**config.mk**
```make
export PLATFORM = sky130hd
export DESIGN_NAME = instruction_fetch
export DESIGN_NICKNAME = d
export VERILOG_FILES = /design/src/rtl/risc16_pkg.sv /design/src/rtl/fetch_next_pc.sv /design/src/rtl/instruction_fetch.sv
export SDC_FILE = /design/constraint.sdc
export NUM_CORES = 1
export LEC_CHECK = 0
export CORE_MARGIN = 5
export CORE_UTILIZATION = 25
export CTS_BUF_LIST = sky130_fd_sc_hd__clkbuf_4 sky130_fd_sc_hd__clkbuf_8
export DETAILED_ROUTE_END_ITERATION = 6
export GPL_TIMING_DRIVEN = 0
export SLEW_MARGIN = 20
export SYNTH_ARGS = -nofsm -noshare
export SYNTH_HDL_FRONTEND = slang
export SYNTH_HIERARCHICAL = 1
export SYNTH_SLANG_ARGS = --single-unit
export TNS_END_PERCENT = 1
```
**constraint.sdc**
```tcl
create_clock -name clk -period 2.56 [get_ports clk]
set_clock_uncertainty 0.1 [all_clocks]
set_input_delay 0.384 -clock clk [delete_from_list [all_inputs] [get_ports clk]]
set_output_delay 0.384 -clock clk [all_outputs]
set_load 0.02 [all_outputs]
```
**src/rtl/risc16_pkg.sv**
```systemverilog
// Shared definitions for the 16-bit RISC core front end.
//   fetch_state_e        : fetch FSM states (boot cycle, running, halted)
//   PC_STEP              : byte increment between sequential instructions
//   DEFAULT_HALT_OPCODE  : instruction encoding that stops fetch
//   DEFAULT_RESET_VECTOR : PC value loaded by reset
package risc16_pkg;

    typedef enum logic [1:0] {
        StBoot,
        StRun,
        StHalted
    } fetch_state_e;

    localparam logic [15:0] PC_STEP              = 16'd2;
    localparam logic [15:0] DEFAULT_HALT_OPCODE  = 16'hFFFF;
    localparam logic [15:0] DEFAULT_RESET_VECTOR = 16'h0000;

endpackage

```
**src/rtl/fetch_next_pc.sv**
```systemverilog
// Combinational next-PC select for the fetch stage.
// Ports:
//   pc              in  16  current program counter
//   redirect        in  1   take redirect_target (highest priority)
//   redirect_target in  16  branch/jump target; bit 0 is forced to zero
//   hold            in  1   keep the current PC
//   next_pc         out 16  PC value for the next edge (16-bit modulo +2 otherwise)
module fetch_next_pc (
    input  logic [15:0] pc,
    input  logic        redirect,
    input  logic [15:0] redirect_target,
    input  logic        hold,
    output logic [15:0] next_pc
);

    import risc16_pkg::*;

    always_comb begin
        next_pc = pc + PC_STEP;
        if (redirect) begin
            // Instructions are halfword aligned; an odd target is rounded down.
            next_pc = redirect_target & 16'hFFFE;
        end else if (hold) begin
            next_pc = pc;
        end
    end

endmodule

```
**src/rtl/instruction_fetch.sv**
```systemverilog
// Fetch stage: program counter, instruction memory address and IF/ID register.
// Optional feature macro: FETCH_PERF_CNT_EN builds the delivered-instruction counter;
// without it fetch_count reads as zero.
// Ports:
//   clk, rst         core clock, asynchronous active-high reset
//   stall            hold PC and IF/ID register
//   flush            invalidate IF/ID register (PC still advances unless stalled)
//   redirect         load PC from redirect_target (ignored in the boot cycle)
//   redirect_target  branch/jump target byte address
//   resume           leave the halted state
//   im_addr          byte address to instruction memory (equals PC)
//   im_data          instruction returned combinationally for im_addr
//   if_id_instr      captured instruction
//   if_id_pc         address of if_id_instr
//   if_id_valid      IF/ID register holds a real instruction
//   halted           fetch is halted
//   fetch_count      number of instructions delivered with valid=1
module instruction_fetch #(
    parameter logic [15:0] RESET_VECTOR = risc16_pkg::DEFAULT_RESET_VECTOR,
    parameter logic [15:0] HALT_OPCODE  = risc16_pkg::DEFAULT_HALT_OPCODE
) (
    input  logic        clk,
    input  logic        rst,
    input  logic        stall,
    input  logic        flush,
    input  logic        redirect,
    input  logic [15:0] redirect_target,
    input  logic        resume,
    output logic [15:0] im_addr,
    input  logic [15:0] im_data,
    output logic [15:0] if_id_instr,
    output logic [15:0] if_id_pc,
    output logic        if_id_valid,
    output logic        halted,
    output logic [31:0] fetch_count
);

    import risc16_pkg::*;

    fetch_state_e state_q;
    logic [15:0]  pc_q;
    logic [15:0]  instr_q;
    logic [15:0]  ifpc_q;
    logic         valid_q;
    logic         halted_q;

    logic         in_run;
    logic         redirect_en;
    logic         halt_seen;
    logic         hold_pc;
    logic         capture;
    logic [15:0]  pc_d;

    always_comb begin
        in_run      = (state_q == StRun);
        redirect_en = redirect && (state_q != StBoot);
        // A halt takes effect on the edge after it lands in IF/ID, so the PC
        // has already stepped past it and stays there while halted.
        halt_seen   = valid_q && (instr_q == HALT_OPCODE);
        hold_pc     = !in_run || stall || (!flush && halt_seen);
        capture     = in_run && !redirect && !flush && !stall && !halt_seen;
    end

    fetch_next_pc u_next_pc (
        .pc              (pc_q),
        .redirect        (redirect_en),
        .redirect_target (redirect_target),
        .hold            (hold_pc),
        .next_pc         (pc_d)
    );

    always_ff @(posedge clk or posedge rst) begin
        if (rst) begin
            state_q  <= StBoot;
            pc_q     <= RESET_VECTOR;
            instr_q  <= 16'h0000;
            ifpc_q   <= 16'h0000;
            valid_q  <= 1'b0;
            halted_q <= 1'b0;
        end else begin
            pc_q <= pc_d;
            if (capture) begin
                instr_q <= im_data;
                ifpc_q  <= pc_q;
            end
            case (state_q)
                StBoot: begin
                    valid_q <= 1'b0;
                    state_q <= StRun;
                end
                StRun: begin
                    if (redirect || flush) begin
                        valid_q <= 1'b0;
                    end else if (stall) begin
                        valid_q <= valid_q;
                    end else if (halt_seen) begin
                        valid_q  <= 1'b0;
                        state_q  <= StHalted;
                        halted_q <= 1'b1;
                    end else begin
                        valid_q <= 1'b1;
                    end
                end
                StHalted: begin
                    valid_q <= 1'b0;
                    if (redirect || resume) begin
                        state_q  <= StRun;
                        halted_q <= 1'b0;
                    end
                end
                default: begin
                    state_q  <= StBoot;
                    valid_q  <= 1'b0;
                    halted_q <= 1'b0;
                end
            endcase
        end
    end

`ifdef FETCH_PERF_CNT_EN
    logic [31:0] count_q;

    // Counts every edge that writes valid=1 into IF/ID; wraps naturally.
    always_ff @(posedge clk or posedge rst) begin
        if (rst) begin
            count_q <= 32'd0;
        end else if (capture) begin
            count_q <= count_q + 32'd1;
        end
    end

    assign fetch_count = count_q;
`else
    assign fetch_count = 32'd0;
`endif

    assign im_addr     = pc_q;
    assign if_id_instr = instr_q;
    assign if_id_pc    = ifpc_q;
    assign if_id_valid = valid_q;
    assign halted      = halted_q;

endmodule

```
### Word level (Yosys, flattened, before mapping)

Index checks and enable logic that the tools add are counted.

| word-level totals | value |
|---|---|
| logic and storage cells | 53 |
| input port bits | 38 |
| flip-flop bits (word level) | 52 |

| cells by class | value |
|---|---|
| multiplexer cells | 16 |
| bitwise operators | 1 |
| add/sub/neg operators | 1 |
| equal/unequal tests | 9 |
| reduce and logical (&&, ||, !) cells | 20 |

Operator list:

| kind | count |
|---|---|
| 16-bit 2-to-1 mux | 2 |
| 16-bit by 2-bit adder with 16-bit output, second input constant | 1 |
| 16-bit equality test, second input constant | 1 |
| 1-bit 2-to-1 mux | 8 |
| 2-bit 2-to-1 mux | 4 |
| 2-bit inequality test, second input constant | 4 |
| 1-bit logical AND | 7 |
| 2-bit one-hot mux with 3 select lines | 1 |
| 1-bit zero test | 5 |
| 5-bit AND reduction | 1 |
| 1-bit logical OR | 4 |
| 4-bit AND reduction | 1 |
| 3-bit by 2-bit inequality test with 1-bit output, second input constant | 1 |
| 1-bit one-hot mux with 3 select lines | 1 |
| 2-bit by 1-bit equality test with 1-bit output, second input constant | 1 |
| 2-bit equality test, second input constant | 1 |
| 2-bit zero test | 1 |
| 2-bit by 1-bit inequality test with 1-bit output, second input constant | 1 |
| 2-bit nonzero test | 1 |
| 1-bit inverter | 1 |

### Logic depth before layout (Yosys ltp)

| depth | value |
|---|---|
| depth in word-level cells | 6 |
| depth in mapped cells | 8 |
| gate-level depth less buffers | 8 |

### Hierarchy

The synthesis kept the hierarchy.

Modules (own cells, without submodules):

| module | area an instance (sq um) | cells an instance | times used | sequential area each (sq um) |
|---|---|---|---|---|
| instruction_fetch | 2227.1 | 148 | 1 | 1301.2 |
| fetch_next_pc | 484.2 | 73 | 1 | 0.0 |

### Worst setup path after synthesis

No wires, ideal clock.

| timing path | value |
|---|---|
| path type | flip-flop to flip-flop |
| from | reg instr_q[10], in the netlist if_id_instr[10] |
| to | reg pc_q[15], in the netlist im_addr[15] |
| required time | 2.335 ns |
| data arrival time | 2.168 ns |
| setup slack | 0.167 ns |
| library setup time | 0.125 ns |
| clock period less this slack | 2.393 ns |
| path buffers | 0 |
| cell stages (with the launch flop) | 9 |
| path through | dfrtp_1 nand4_1 nor3_4 nand2_1 o21ai_0 nand4b_2 nor4_2 xor2_1 mux2_2 |

| between the ends | value |
|---|---|
| cells in the longest elaborated chain, start to end | 5 |

RTL lines:

| element | RTL line | RTL |
|---|---|---|
| from (decl) | instruction_fetch.sv:42 | `logic [15:0] instr_q;` |
| from (signal assigned) | instruction_fetch.sv:83 | `instr_q <= im_data;` |
| 16-bit equality test | instruction_fetch.sv:59 | `halt_seen = valid_q && (instr_q == HALT_OPCODE);` |
| 1-bit logical AND | instruction_fetch.sv:59 |  |
| 1-bit logical AND | instruction_fetch.sv:60 | `hold_pc = !in_run \|\| stall \|\| (!flush && halt_seen);` |
| 1-bit logical OR | instruction_fetch.sv:60 |  |
| named net hold_pc | instruction_fetch.sv:50 | `logic hold_pc;` |
| 2-bit inequality test (no line) | n/a |  |
| to (signal assigned) | instruction_fetch.sv:81 | `pc_q <= pc_d;` |
| to (decl) | instruction_fetch.sv:41 | `logic [15:0] pc_q;` |

The timed path passes the listed nets, and every way through them passes these cells.
A chain may end at the register's enable or synchronous reset.

### Worst setup path after layout

| timing path | value |
|---|---|
| from | reg valid_q, in the netlist if_id_valid |
| to | reg pc_q[15], in the netlist im_addr[15] |

| between the ends | value |
|---|---|
| cells in the longest elaborated chain, start to end | 4 |

RTL lines:

| element | RTL line | RTL |
|---|---|---|
| from (decl) | instruction_fetch.sv:44 | `logic valid_q;` |
| from (signal assigned) | instruction_fetch.sv:95 | `valid_q <= valid_q;` |
| 1-bit logical AND | instruction_fetch.sv:59 |  |
| 1-bit logical AND | instruction_fetch.sv:60 |  |
| 1-bit logical OR | instruction_fetch.sv:60 |  |
| named net hold_pc | instruction_fetch.sv:50 |  |
| 2-bit inequality test (no line) | n/a |  |

The timed path passes the listed nets, and every way through them passes these cells.

==> impl_metrics.ini <==
[status]
status = completed

[worst_setup_path]
endpoint_kind = register
regToRegSetupSlack_ns = 0.20
r2r_cells = 8
slowest_delay_ns = 0.42
crit_arrival_ns = 2.46
slowest_stage = dfrtp_1
path_max_fanout = 7
required_ns = 2.66
path_cells = nand4_1, nor3_4, nand2_1, o21ai_2, nand4b_2, nor4_2, xor2_1, mux2_2
regToRegEndpoint = im_addr[15]
path_class = register to register
cp.depth = 8
cp.buffers_inverters = 0
r2r_start = if_id_valid
cp-start-kind = register
critPathTopFamily = simple AND/OR/NAND/NOR gates

[pwr]
p_per_area_nw_per_um2 = 604.8
pwr-share-seq = 0.446
power.share.clock = 0.203
combPwrFrac = 0.351
internal-power_mw = 1.630
peakVddDrop_uv = 260.7
p_sw_frac = 0.3195
leakage_nw = 1.760
switchingPower_mw = 0.7656
power_mw = 2.396

[global_route]
antenna_found_initial = 0
grt_pass1_vias = 2073
grt.total_usage = 0.1050
grt_max_degree = 53
overflow = 0
grt_pass1_wl_um = 10820

[floorplanning]
fp.dieArea_sq_um = 13030
fp.dieH_um = 114.1
io_pins = 120
start_util = 0.2523
dieWidth_um = 114.1
core_sq_um = 10750
row_count = 38

[final_layout]
nets = 384
num_antenna_cells = 0
multiInputGateArea_sq_um = 1222
regArea_sq_um = 1301
fill_cells = 1097
layout-drive-gt1-share = 0.2609
final_cells = 485
syn_to_final_growth_pct = 46.10

[drt]
vias_per_cell = 4.056
wire_per_inst_um = 14.43
drt_iter0_drc = 100
drt_first_pass_iters = 4
antenna_left = 0
post-route-drc-count = 0
routed_wl_um = 7000
dr_total_vias = 1967

[cts]
cts_sinks = 52
cts_buffers = 5
clkTransAtPathRegs_ns = 0.10
clk_latency_ns = 0.30
cts_max_level = 2
clock-root-buffer = clkbuf_8
cts.path.max_buffers = 2
tritoncts = done

[hold_path]
min_path_cells = 1
min_to = if_id_pc[3]
hold_path_class = register to register
min_from = if_id_pc[3]

[synthesis]
synthDistinctLibCells = 33
synthArstFlopShare = 1.000
ys.flop_type = dfrtp_1
syn_area_per_cell_sq_um = 12.27
netlist_area_sq_um = 2711
synth-edff-count = 0
yosysSeqAreaShare = 0.4799
syn_inst = 221
netlist.area_leader.share = 0.4799
synth.most_common_cell = dfrtp_1
yosysWarningCount = 6
yosys-top-cells-count = dfrtp_1 (52), buf_4 (32), mux2_4 (30)
yosys-top-cells-area = dfrtp_1 (48%), mux2_4 (17%), buf_4 (8.9%), xnor2_1 (2.9%), nand2_1 (2.6%)
ys_ff_latch = 52
yosys.area.top_type = dfrtp_1

[timing]
max_slew_margin = 0.5521
setup_viol = 0
worst_pin_slew_ns = 0.6718
rsz0062_at_grt = false
min_period_ns = 2.358
timing.final.hold_violations = 0
clock.fmax_mhz = 424.2
tns_ns = 0
period_share = 0.9209
slew_viol_final = 0

[placement]
dp_hpwl_um = 5197
portBuffers = 86
gp_congestion = 0.8108
dpl.cell_count = 478

[flow_run]
maxCapViolCount = 0
-- cells in the final DEF, fill, tap and decap left out, drive strengths merged, types with 2 or more instances in the layout --
| master | n |
|---|---|
| conb | 32 |
| nor2 | 4 |
| nor4 | 3 |
| mux2 | 33 |
| nand4 | 5 |
| mux2i | 2 |
| clkbuf | 9 |
| buf | 35 |
| o21ai | 18 |
| inv | 6 |
| nor3 | 6 |
| nand4b | 2 |
| dfrtp | 52 |
| nand2 | 19 |
| nand3 | 6 |
| and4b | 2 |
| clkdlybuf4s50 | 86 |
| xor2 | 5 |
| xnor2 | 9 |
-- registers in the layout (all words and copies together), names as in the netlist --
| signal | cells |
|---|---|
| if_id_instr | 16 |
| im_addr | 16 |
| if_id_pc | 16 |
| halted | 1 |
| state_q | 2 |
| if_id_valid | 1 |
-- layer usage --
layer,GRT usage,part of all wire,vias to the layer above
met5,0,0,-
met4,0.02138,0.0033,0
met1,0.1416,0.44,937
li1,-,-,948
met2,0.1671,0.48,80
met3,0.03224,0.083,2
-- worst max path at each step --
stage                         start          end
floorplan           if_id_instr[10]  im_addr[15]
global placement                rst  if_id_pc[2]
detailed placement   if_id_instr[0]  im_addr[15]
CTS                     if_id_valid  im_addr[15]
global route            if_id_valid  im_addr[15]
finish                  if_id_valid  im_addr[15]
-- power by group through the flow --
stage	Sequential [mW]	Combinational, mW	Clock [mW]
2_1_floorplan	1.22	0.317	0
3_3_place_gp	1.08	0.841	0
3_5_place_dp	1.08	0.848	0
4_1_cts	1.07	0.851	0.518
5_1_grt	1.09	0.892	0.543
6_report	1.07	0.841	0.487
-- cell families after synthesis --
family | Yosys count | synth area share
flops | 52 | 0.4799
simple gates | 51 | 0.1177
buf+inv | 44 | 0.1135
mux | 35 | 0.1860
compound gates | 23 | 0.05169
xor+xnor | 14 | 0.04522
fa+ha+maj | 1 | 0.004614
other cells | 1 | 0.001383
-- what timing repair did --
action / 4_1_cts / 5_1_grt
resized for setup: 2 / 0
buffers inserted: 0 / 0
setup endpoints to repair: 13 / 0
hold buffers: 0 / 0
endpoints found under the hold margin: 0 / 0
-- layout make-up --
cell class                      instances  area share
Timing Repair Buffer                   86      0.2173
Clock buffer                            6     0.02085
Sequential cell                        52      0.3285
Inverter                                6    0.006317
Multi-Input combinational cell        156      0.3086
Buffer                                 38     0.07202
Clock inverter                          1    0.002211
Tap cell                              140     0.04422
-- worst reg2reg max path, delay by kind of cell, from the launching register on --
kind             cells  cell delay, ns
AND/OR/NAND/NOR      5            0.99
flip-flops           1            0.42
AO/OA/AOI/OAI        1            0.34
multiplexers         1            0.26
XOR/XNOR             1            0.14
-- through the flow --
step                utilization  worst slack [ns]  cell area (sq um)  hold WS [ns]
finish                   0.3687            0.2025               3961        0.4171
global route             0.3687           0.02730               3961        0.4341
CTS                      0.3687            0.1775               3961        0.4222
detailed placement       0.3598           -0.3269               3866        0.3975
floorplan                     -            0.1675               2828        0.4050
global placement         0.3596           -0.3099               3864        0.3931
Note: power is estimated with default switching activity, not from simulation.
